### src/rtl/game_ctrl_pkg.sv
// game_ctrl_pkg: FSM state encodings shared by the game controller, renderer and score overlay.
package game_ctrl_pkg;
  typedef enum logic [1:0] {
    ST_IDLE = 2'd0,
    ST_PLAY = 2'd1,
    ST_DEAD = 2'd2
  } state_e;
endpackage

### src/rtl/game_ctrl_btn_debounce.sv
// btn_debounce: two-flop synchroniser, stable-count debounce and rising-edge press detect.
module btn_debounce #(
  parameter int DEBOUNCE_CYCLES = 250000,
  parameter int CNT_W           = 18
) (
  input  logic i_clk,
  input  logic i_rst_n,
  input  logic i_btn,
  output logic o_level,
  output logic o_press
);
  localparam logic [CNT_W-1:0] CNT_MAX = CNT_W'(DEBOUNCE_CYCLES - 1);
  logic s1_q, s2_q, db_q, db_d, db_dly_q;
  logic [CNT_W-1:0] cnt_q, cnt_d;
  always_comb begin
    db_d  = db_q;
    cnt_d = '0;
    if (s2_q != db_q) begin
      if (cnt_q == CNT_MAX) db_d = s2_q;
      else cnt_d = cnt_q + CNT_W'(1);
    end
  end
  always_ff @(posedge i_clk or negedge i_rst_n) begin
    if (!i_rst_n) begin
      s1_q     <= 1'b0;
      s2_q     <= 1'b0;
      db_q     <= 1'b0;
      db_dly_q <= 1'b0;
      cnt_q    <= '0;
    end else begin
      s1_q     <= i_btn;
      s2_q     <= s1_q;
      db_q     <= db_d;
      db_dly_q <= db_q;
      cnt_q    <= cnt_d;
    end
  end
  assign o_level = db_q;
  assign o_press = db_q & ~db_dly_q;
endmodule

### src/rtl/game_ctrl.sv
// game_ctrl: button conditioning plus IDLE/PLAY/DEAD game FSM feeding the crossyroad renderer.
module game_ctrl
  import game_ctrl_pkg::*;
#(
  parameter int DEBOUNCE_CYCLES = 250000,
  parameter int CNT_W           = 18,
  parameter int COOLDOWN_FRAMES = 4,
  parameter int DEAD_FRAMES     = 60
) (
  input  logic       i_clk,
  input  logic       i_rst_n,
  input  logic       i_btn,
  input  logic       i_collide,
  input  logic       i_frame_tick,
  output logic       o_move,
  output logic       o_game_rst,
  output logic       o_dead,
  output logic [1:0] o_state
);
  localparam int COOL_W = $clog2(COOLDOWN_FRAMES + 1);
  localparam int DEAD_W = $clog2(DEAD_FRAMES + 1);
  state_e state_q, state_d;
  logic [COOL_W-1:0] cool_q, cool_d;
  logic [DEAD_W-1:0] dead_q, dead_d;
  logic move_q, move_d, press, level;
  btn_debounce #(.DEBOUNCE_CYCLES(DEBOUNCE_CYCLES), .CNT_W(CNT_W)) u_db (
    .i_clk  (i_clk),
    .i_rst_n(i_rst_n),
    .i_btn  (i_btn),
    .o_level(level),
    .o_press(press)
  );
  // Collision outranks a simultaneous press; a cooldown load outranks the frame decrement.
  always_comb begin
    state_d = state_q;
    cool_d  = cool_q;
    dead_d  = dead_q;
    move_d  = 1'b0;
    case (state_q)
      ST_IDLE: begin
        cool_d = '0;
        if (press) state_d = ST_PLAY;
      end
      ST_PLAY: begin
        if (i_collide) begin
          state_d = ST_DEAD;
          dead_d  = DEAD_W'(DEAD_FRAMES);
          cool_d  = '0;
        end else if (press && cool_q == '0) begin
          move_d = 1'b1;
          cool_d = COOL_W'(COOLDOWN_FRAMES);
        end else if (i_frame_tick && cool_q != '0) begin
          cool_d = cool_q - COOL_W'(1);
        end
      end
      ST_DEAD: begin
        if (i_frame_tick) begin
          dead_d  = dead_q - DEAD_W'(1);
          state_d = (dead_q == DEAD_W'(1)) ? ST_IDLE : ST_DEAD;
        end
      end
      default: state_d = ST_IDLE;
    endcase
  end
  always_ff @(posedge i_clk or negedge i_rst_n) begin
    if (!i_rst_n) begin
      state_q <= ST_IDLE;
      cool_q  <= '0;
      dead_q  <= '0;
      move_q  <= 1'b0;
    end else begin
      state_q <= state_d;
      cool_q  <= cool_d;
      dead_q  <= dead_d;
      move_q  <= move_d;
    end
  end
  assign o_move     = move_q;
  assign o_game_rst = (state_q == ST_IDLE);
  assign o_dead     = (state_q == ST_DEAD);
  assign o_state    = state_q;
endmodule
### config.mk
export PLATFORM = sky130hd
export DESIGN_NAME = game_ctrl
export DESIGN_NICKNAME = d
export VERILOG_FILES = /design/src/rtl/game_ctrl_pkg.sv /design/src/rtl/game_ctrl_btn_debounce.sv /design/src/rtl/game_ctrl.sv
export SDC_FILE = /design/constraint.sdc
export NUM_CORES = 1
export LEC_CHECK = 0
export BUFFER_PORTS_ARGS = -buffer_cell sky130_fd_sc_hd__buf_2
export CORE_ASPECT_RATIO = 1.25
export CORE_MARGIN = 8
export CORE_UTILIZATION = 64
export DETAILED_ROUTE_END_ITERATION = 16
export PLACE_DENSITY_LB_ADDON = 0.2
export REMOVE_ABC_BUFFERS = 1
export SYNTH_ARGS = -nofsm -noshare
export SYNTH_HDL_FRONTEND = slang
export SYNTH_SLANG_ARGS = --single-unit
### constraint.sdc
create_clock -name i_clk -period 4.46 [get_ports i_clk]
set_input_delay 0.446 -clock i_clk [delete_from_list [all_inputs] [get_ports i_clk]]
set_output_delay 0.446 -clock i_clk [all_outputs]
set_load 0.03 [all_outputs]
==> results of run 1 <==
path summary, 6_finish.rpt:
kind	startpoint	to	slack, ns
min	i_rst_n	dead_q[4]$_DFFE_PN0P_	0.16
max in group asynchronous	i_rst_n	u_db.cnt_q[10]$_DFF_PN0_	3.82
max	u_db.cnt_q[0]$_DFF_PN0_	u_db.cnt_q[3]$_DFF_PN0_	2.49
min reg2reg	u_db.s1_q$_DFF_PN0_	u_db.s2_q$_DFF_PN0_	0.36
max reg2reg	u_db.cnt_q[0]$_DFF_PN0_	u_db.cnt_q[3]$_DFF_PN0_	2.49
min in group i_clk	i_btn	u_db.s1_q$_DFF_PN0_	0.21
power groups by stage:
stage | Clock, mW | Sequential (mW) | Combinational [mW]
after floorplan | 0 | 0.320 | 0.00627
after global placement | 0 | 0.320 | 0.0160
after detailed placement | 0 | 0.321 | 0.0165
after CTS | 0.184 | 0.315 | 0.0166
after global routing | 0.193 | 0.315 | 0.0186
final | 0.175 | 0.315 | 0.0161
routing by layer:
| layer | vias up | track usage [%] |
|---|---|---|
| met5 | - | 0 |
| met4 | 0 | 9.90 |
| met3 | 8 | 6.33 |
| met2 | 24 | 28.3 |
| met1 | 621 | 15.5 |
| li1 | 611 | - |
logic make-up after synthesis:
group / Yosys count / share of synthesized area [%]
AND/OR/NAND/NOR: 77 / 26.9
flip-flops: 34 / 48.7
XOR/XNOR: 19 / 9.53
AO/OA/AOI/OAI: 15 / 6.81
buffers and inverters: 10 / 2.44
adder cells (fa/ha/maj): 5 / 3.58
multiplexers: 3 / 2.01
per-stage QoR:
stage          hold slack [ns]  util, %  setup WS, ns  std cells
3_5_place_dp             0.336     69.0          2.51        202
2_1_floorplan            0.150        -          2.73        159
6_report                 0.162     71.3          2.49        210
5_1_grt                  0.180     71.3          2.31        210
3_3_place_gp             0.333     69.0          2.62        202
4_1_cts                  0.158     71.3          2.46        210
sequential cells by signal, indices dropped and copies added, names as in the netlist:
name,flops
cool_q,3
dead_q,6
o_move,1
o_state,2
u_db.cnt_q,18
u_db.db_dly_q,1
u_db.o_level,1
u_db.s1_q,1
u_db.s2_q,1
placed cells by master, fill, tap and decap left out, drive strengths merged, types with 2 or more instances in the layout:
cell type	count
a31oi	3
and3b	2
buf	9
clkbuf	7
dfrtp	34
ha	5
inv	6
mux2i	2
nand2	13
nand3	7
nand3b	2
nand4	6
nor2	21
nor3	4
nor4	9
o21ai	4
or3b	2
xnor2	11
xor2	8
cell type report:
type | count | share of cell area (%)
multi-input combinational | 119 | 45.5
sequential | 34 | 45.4
clock buffer | 7 | 2.94
timing repair buffer | 9 | 2.40
tap | 34 | 2.27
inverter | 6 | 1.20
clock inverter | 1 | 0.267
worst max-delay path, cell delays in order (launching register included):
cell	delay, ns
sky130_fd_sc_hd__dfrtp_1	0.42
sky130_fd_sc_hd__ha_1	0.25
sky130_fd_sc_hd__nand3_4	0.16
sky130_fd_sc_hd__o41ai_4	0.85
sky130_fd_sc_hd__nor2_1	0.13
==> impl_metrics.sql, run 1 <==
INSERT INTO impl_metrics (metric_group, metric, value, unit) VALUES
('outcome', 'status', 'finished, final reports clean', ''),
('sta', 'timing.final.hold_violations', '0', ''),
('min_path', 'min-delay-path-class', 'in -> async', ''),
('clock_tree', 'clock_tree_from_tritoncts', 'built', ''),
('synthesis', 'syn_avg_cell_area', '10.7', 'sq um'),
('synthesis', 'netlist.area_leader.share', '48.7', '%'),
('synthesis', 'postSynthCellCount', '163', ''),
('synthesis', 'synth-edff-count', '0', ''),
('power_and_ir_drop', 'power.internal', '0.392', 'mW'),
('sta', 'slew_headroom', '43.4', '%'),
('sta', 'period_minus_slack', '1.97', 'ns'),
('synthesis', 'synth-warning-count', '0', ''),
('sta', 'finalSetupTns', '0', 'ns'),
('sta', 'max_slew.worst_pin.slew', '0.846', 'ns'),
('power_and_ir_drop', 'power.share.switching', '22.5', '%'),
('critical_path', 'wp_data_required', '4.65', 'ns'),
('die', 'core', '2630', 'sq um'),
('sta', 'min_period_over_period', '44.1', '%'),
('routing', 'routedWlPerCell', '15.4', 'um'),
('synthesis', 'synthFlopType', 'sky130_fd_sc_hd__dfrtp_1', ''),
('clock_tree', 'clk_lat_worst_skew', '0.34', 'ns'),
('critical_path', 'crit_path_end_kind', 'flop', ''),
('sta', 'max_slew_violations', '0', ''),
('critical_path', 'worst-r2r-cell-count', '4', ''),
('cells_and_area', 'layout-drive-gt1-share', '15.9', '%'),
('synthesis', 'mappedNetlistArea', '1750', 'sq um'),
('clock_tree', 'cts_resized', '0', ''),
('routing', 'final_antenna_net_count', '0', ''),
('global_route', 'grt.overflow.total', '0', ''),
('cells_and_area', 'syn2layout_area_growth', '7.31', '%'),
('global_route', 'grt_antenna_before_repair', '0', ''),
('routing', 'wl_met2', '1.70', 'mm'),
('sta', 'clock_skew', '0.0100', 'ns'),
('power_and_ir_drop', 'flop_pwr_share', '62.2', '%'),
('placed_design', 'postPlaceCellArea', '1810', 'sq um'),
('die', 'floorplan.initialDensity', '66.4', '%'),
('clock_tree', 'clk_root_buffer_cell', 'sky130_fd_sc_hd__clkbuf_4', ''),
('routing', 'route.detailed.vias_per_inst', '6.02', ''),
('routing', 'wl_met1', '1.27', 'mm'),
('power_and_ir_drop', 'power_leakage', '0.878', 'nW'),
('synthesis', 'synth.lib_cells_used.distinct', '43', ''),
('synthesis', 'netlist_top_cells_area', 'sky130_fd_sc_hd__dfrtp_1, sky130_fd_sc_hd__xnor2_1, sky130_fd_sc_hd__nor2_1', ''),
('clock_tree', 'cts_htree_levels', '2', ''),
('cells_and_area', 'multi_input_area', '852', 'sq um'),
('clock_tree', 'cts.sink_count', '34', ''),
('sta', 'setup_violations', '0', ''),
('die', 'die_y', '74.4', 'um'),
('die', 'floorplan.die_area', '4660', 'sq um'),
('global_route', 'first_pass_grt_wire_length', '5.77', 'mm'),
('die', 'floorplan.rows', '21', ''),
('cells_and_area', 'finalNetCount', '185', ''),
('sta', 'fmax', '508', 'MHz'),
('global_route', 'grt.total_usage', '16.0', '%'),
('global_route', 'grt_pass1_vias', '1268', ''),
('critical_path', 'critPathLaunchType', 'flop', ''),
('synthesis', 'most_frequently_used_cell_type_in_the_post_synthesis_netlist', 'sky130_fd_sc_hd__dfrtp_1', ''),
('routing', 'detail_route.wirelength', '3.23', 'mm'),
('routing', 'vias', '1264', ''),
('critical_path', 'path_max_fanout', '16', ''),
('power_and_ir_drop', 'p_total', '0.506', 'mW'),
('critical_path', 'cp.arrival', '2.15', 'ns'),
('synthesis', 'seq_area_frac_synth', '48.7', '%'),
('cells_and_area', 'antenna_cells_inserted', '0', ''),
('clock_tree', 'tritoncts.num_buffers', '5', ''),
('routing', 'detail_route.iter0.violations', '61', ''),
('routing', 'drt_pre_antenna_iters', '4', ''),
('power_and_ir_drop', 'p_clk_share', '34.6', '%'),
('clock_tree', 'cts.clk_slew.worst_paths', '0.10', 'ns'),
('routing', 'drc', '0', ''),
('cells_and_area', 'layout.filler_cells', '196', ''),
('global_route', 'maximum_number_of_pins_on_one_net_before_global_route_repair', '35', '');
Power figures use the tool's default switching activity.
==> inputs of run 2 (changes only) <==
--- a/config.mk
+++ b/config.mk
@@ -8,7 +8,7 @@
 export BUFFER_PORTS_ARGS = -buffer_cell sky130_fd_sc_hd__buf_2
 export CORE_ASPECT_RATIO = 1.25
 export CORE_MARGIN = 8
-export CORE_UTILIZATION = 64
+export CORE_UTILIZATION = 59
 export DETAILED_ROUTE_END_ITERATION = 16
 export PLACE_DENSITY_LB_ADDON = 0.2
 export REMOVE_ABC_BUFFERS = 1
==> constraint.sdc (replaced) <==
create_clock -name i_clk -period 1.9 [get_ports i_clk]
set_input_delay 0.19 -clock i_clk [delete_from_list [all_inputs] [get_ports i_clk]]
set_output_delay 0.19 -clock i_clk [all_outputs]
set_load 0.03 [all_outputs]
==> run 2 against run 1 <==
Effect of this change: fmax grew 12%; non-clock buffer count grew 6; cell count grew 3.8%; setup slack got worse by 2.4 ns; worst hold slack got worse by 0.017 ns; critical path type unchanged.
==> impl_metrics.sql, run 2 (synthesis results as in run 1) <==
INSERT INTO impl_metrics (metric_group, metric, value, unit) VALUES
('critical_path', 'setup_slack_of_the_worst_register_to_register_path', '0.14', 'ns'),
('die', 'floorplan.initialDensity', '60.4', '%'),
('power_and_ir_drop', 'vdd_drop_max', '463', 'uV'),
('critical_path', 'cp.arrival', '1.98', 'ns'),
('outcome', 'status', 'finished, final reports clean', ''),
('min_path', 'min-delay-path-class', 'in -> reg', ''),
('placed_design', 'routabilityCongestion', '0.775', ''),
('clock_tree', 'clk_path_buf_depth', '2', ''),
('clock_tree', 'clk_lat_worst_skew', '0.33', 'ns'),
('clock_tree', 'postCtsSetupRepairBufs', '0', ''),
('routing', 'drt_pre_antenna_iters', '2', ''),
('clock_tree', 'cts.sink_count', '34', ''),
('placed_design', 'postPlaceCellArea', '1850', 'sq um'),
('cells_and_area', 'antenna_cells_inserted', '0', ''),
('sta', 'slew_headroom', '50.7', '%'),
('routing', 'detail_route.wirelength', '3.22', 'mm'),
('min_path', 'hold-path-endpoint', 'o_move$_DFF_PN0_', ''),
('global_route', 'first_pass_grt_wire_length', '5.55', 'mm'),
('sta', 'max_slew.worst_pin.slew', '0.739', 'ns'),
('global_route', 'grt_antenna_before_repair', '0', ''),
('critical_path', 'r2r_start', 'u_db.cnt_q[0]$_DFF_PN0_', ''),
('cells_and_area', 'syn2layout_area_growth', '10.3', '%'),
('critical_path', 'critPathLaunchType', 'flop', ''),
('sta', 'period_minus_slack', '1.76', 'ns'),
('power_and_ir_drop', 'flop_pwr_share', '61.7', '%'),
('power_and_ir_drop', 'net-switching-power', '0.272', 'mW'),
('power_and_ir_drop', 'pwr_density_cell', '622', 'nW/um^2'),
('global_route', 'grt_pass1_vias', '1297', ''),
('critical_path', 'worst-r2r-cell-count', '4', ''),
('clock_tree', 'clock_tree_from_tritoncts', 'built', ''),
('cells_and_area', 'layout_commonest_cell', 'sky130_fd_sc_hd__dfrtp_1', ''),
('power_and_ir_drop', 'power.internal', '0.925', 'mW'),
('clock_tree', 'clk_root_buffer_cell', 'sky130_fd_sc_hd__clkbuf_4', ''),
('sta', 'timing.final.hold_violations', '0', ''),
('sta', 'max_slew_violations', '0', ''),
('sta', 'min_period_over_period', '92.8', '%'),
('die', 'floorplan.die_area', '4970', 'sq um'),
('min_path', 'hold_path.startpoint', 'i_collide', ''),
('min_path', 'hold_path_depth', '3', ''),
('cells_and_area', 'final_cell_mix', 'sky130_fd_sc_hd__dfrtp_1, sky130_fd_sc_hd__nor2_1, sky130_fd_sc_hd__nand2_1', ''),
('power_and_ir_drop', 'p_comb_share', '3.7', '%'),
('critical_path', 'path_max_fanout', '5', ''),
('placed_design', 'hpwlAfterDp', '2.33', 'mm'),
('sta', 'finalSetupTns', '0', 'ns'),
('critical_path', 'crit_path_end_kind', 'flop', ''),
('global_route', 'maximum_number_of_pins_on_one_net_before_global_route_repair', '35', ''),
('routing', 'detail_route.iter0.violations', '97', ''),
('die', 'io_pins', '10', ''),
('clock_tree', 'cts_resized', '0', ''),
('cells_and_area', 'largest_register_ff_count', '18', ''),
('die', 'core', '2890', 'sq um'),
('clock_tree', 'tritoncts.num_buffers', '5', ''),
('power_and_ir_drop', 'p_clk_share', '34.6', '%'),
('die', 'die_y', '76.8', 'um'),
('cells_and_area', 'finalNetCount', '191', ''),
('power_and_ir_drop', 'power_leakage', '0.904', 'nW'),
('cells_and_area', 'final_area', '1930', 'sq um'),
('sta', 'setup_violations', '0', ''),
('global_route', 'grt.total_usage', '13.8', '%'),
('routing', 'route.detailed.vias_per_inst', '5.92', ''),
('critical_path', 'criticalPathCategory', 'reg -> reg', ''),
('power_and_ir_drop', 'power.share.switching', '22.7', '%'),
('clock_tree', 'cts_htree_levels', '2', ''),
('critical_path', 'critical_path.reg2reg.endpoint', 'u_db.o_level$_DFFE_PN0P_', ''),
('clock_tree', 'holdBufCountCts', '2', ''),
('sta', 'clock_skew', '0.00671', 'ns'),
('run', 'maxCapViolCount', '0', ''),
('global_route', 'grt.overflow.total', '0', ''),
('clock_tree', 'cts.clk_slew.worst_paths', '0.10', 'ns'),
('cells_and_area', 'reg_top3', 'u_db.cnt_q: 18 flops, dead_q: 6 flops, cool_q: 3 flops', ''),
('routing', 'drc', '0', ''),
('placed_design', 'portBuffers', '9', ''),
('routing', 'vias', '1290', ''),
('cells_and_area', 'top_register', 'u_db.cnt_q', ''),
('die', 'die-width', '64.7', 'um'),
('cells_and_area', 'layout-drive-gt1-share', '17.6', '%'),
('sta', 'grt_setup_unrepaired', 'false', ''),
('critical_path', 'wp_data_required', '2.12', 'ns'),
('routing', 'final_antenna_net_count', '0', ''),
('routing', 'routedWlPerCell', '14.8', 'um'),
('sta', 'fmax', '567', 'MHz'),
('die', 'floorplan.rows', '22', '');
run 2: cell count changes in the layout (fill, tap and decap cells not counted), sizes merged:
cell,before,now
buf,9,13
dlygate4sd3,0,2
run 2: worst max path at each step:
stage                                         from                        to  slack, ns  cells past startpoint
after floorplan            u_db.cnt_q[0]$_DFF_PN0_  u_db.o_level$_DFFE_PN0P_       0.17                      4
after global placement    u_db.cnt_q[10]$_DFF_PN0_  u_db.o_level$_DFFE_PN0P_       0.19                      4
after detailed placement   u_db.cnt_q[0]$_DFF_PN0_  u_db.o_level$_DFFE_PN0P_       0.15                      4
after CTS                  u_db.cnt_q[0]$_DFF_PN0_  u_db.o_level$_DFFE_PN0P_       0.13                      4
after global routing       u_db.cnt_q[0]$_DFF_PN0_  u_db.o_level$_DFFE_PN0P_       0.06                      4
final                      u_db.cnt_q[0]$_DFF_PN0_  u_db.o_level$_DFFE_PN0P_       0.14                      4
run 2: final cells by class:
cell class,instances,area (sq um)
Sequential cell,34,851
Timing Repair Buffer,15,95.1
Tap cell,36,45.0
Fill cell,249,965
Multi-Input combinational cell,119,852
Clock buffer,7,55.1
Clock inverter,1,5.00
Inverter,6,22.5
run 2: per-layer routing:
metal,up-vias,wire length (um),global-route usage (%)
li1,611,-,-
met1,646,1330,14.9
met2,22,1680,23.6
met3,11,146,4.51
met4,0,65,5.91
met5,-,0,0
run 2: power groups by stage:
stage | registers, mW | clock network [mW] | logic, mW
6_report | 0.739 | 0.414 | 0.0438
2_1_floorplan | 0.751 | 0 | 0.0147
4_1_cts | 0.739 | 0.432 | 0.0451
5_1_grt | 0.740 | 0.460 | 0.0506
3_5_place_dp | 0.753 | 0 | 0.0419
3_3_place_gp | 0.751 | 0 | 0.0409
run 2: worst max-delay path, cell delays in order, from the launching register on:
cell	delay, ns
sky130_fd_sc_hd__dfrtp_1	0.43
sky130_fd_sc_hd__ha_1	0.27
sky130_fd_sc_hd__nand3_4	0.09
sky130_fd_sc_hd__or4_4	0.56
sky130_fd_sc_hd__mux2_4	0.31
run 2: stage by stage:
stage | hold WS (ns) | util, % | power [mW] | cells | setup slack [ns]
final | 0.145 | 66.6 | 1.20 | 218 | 0.137
after global routing | 0.152 | 66.6 | 1.25 | 218 | 0.0649
after CTS | 0.127 | 66.6 | 1.22 | 218 | 0.127
after detailed placement | 0.293 | 63.9 | 0.795 | 208 | 0.146
after global placement | 0.284 | 63.9 | 0.792 | 208 | 0.187
after floorplan | -0.106 | - | 0.766 | 159 | 0.174
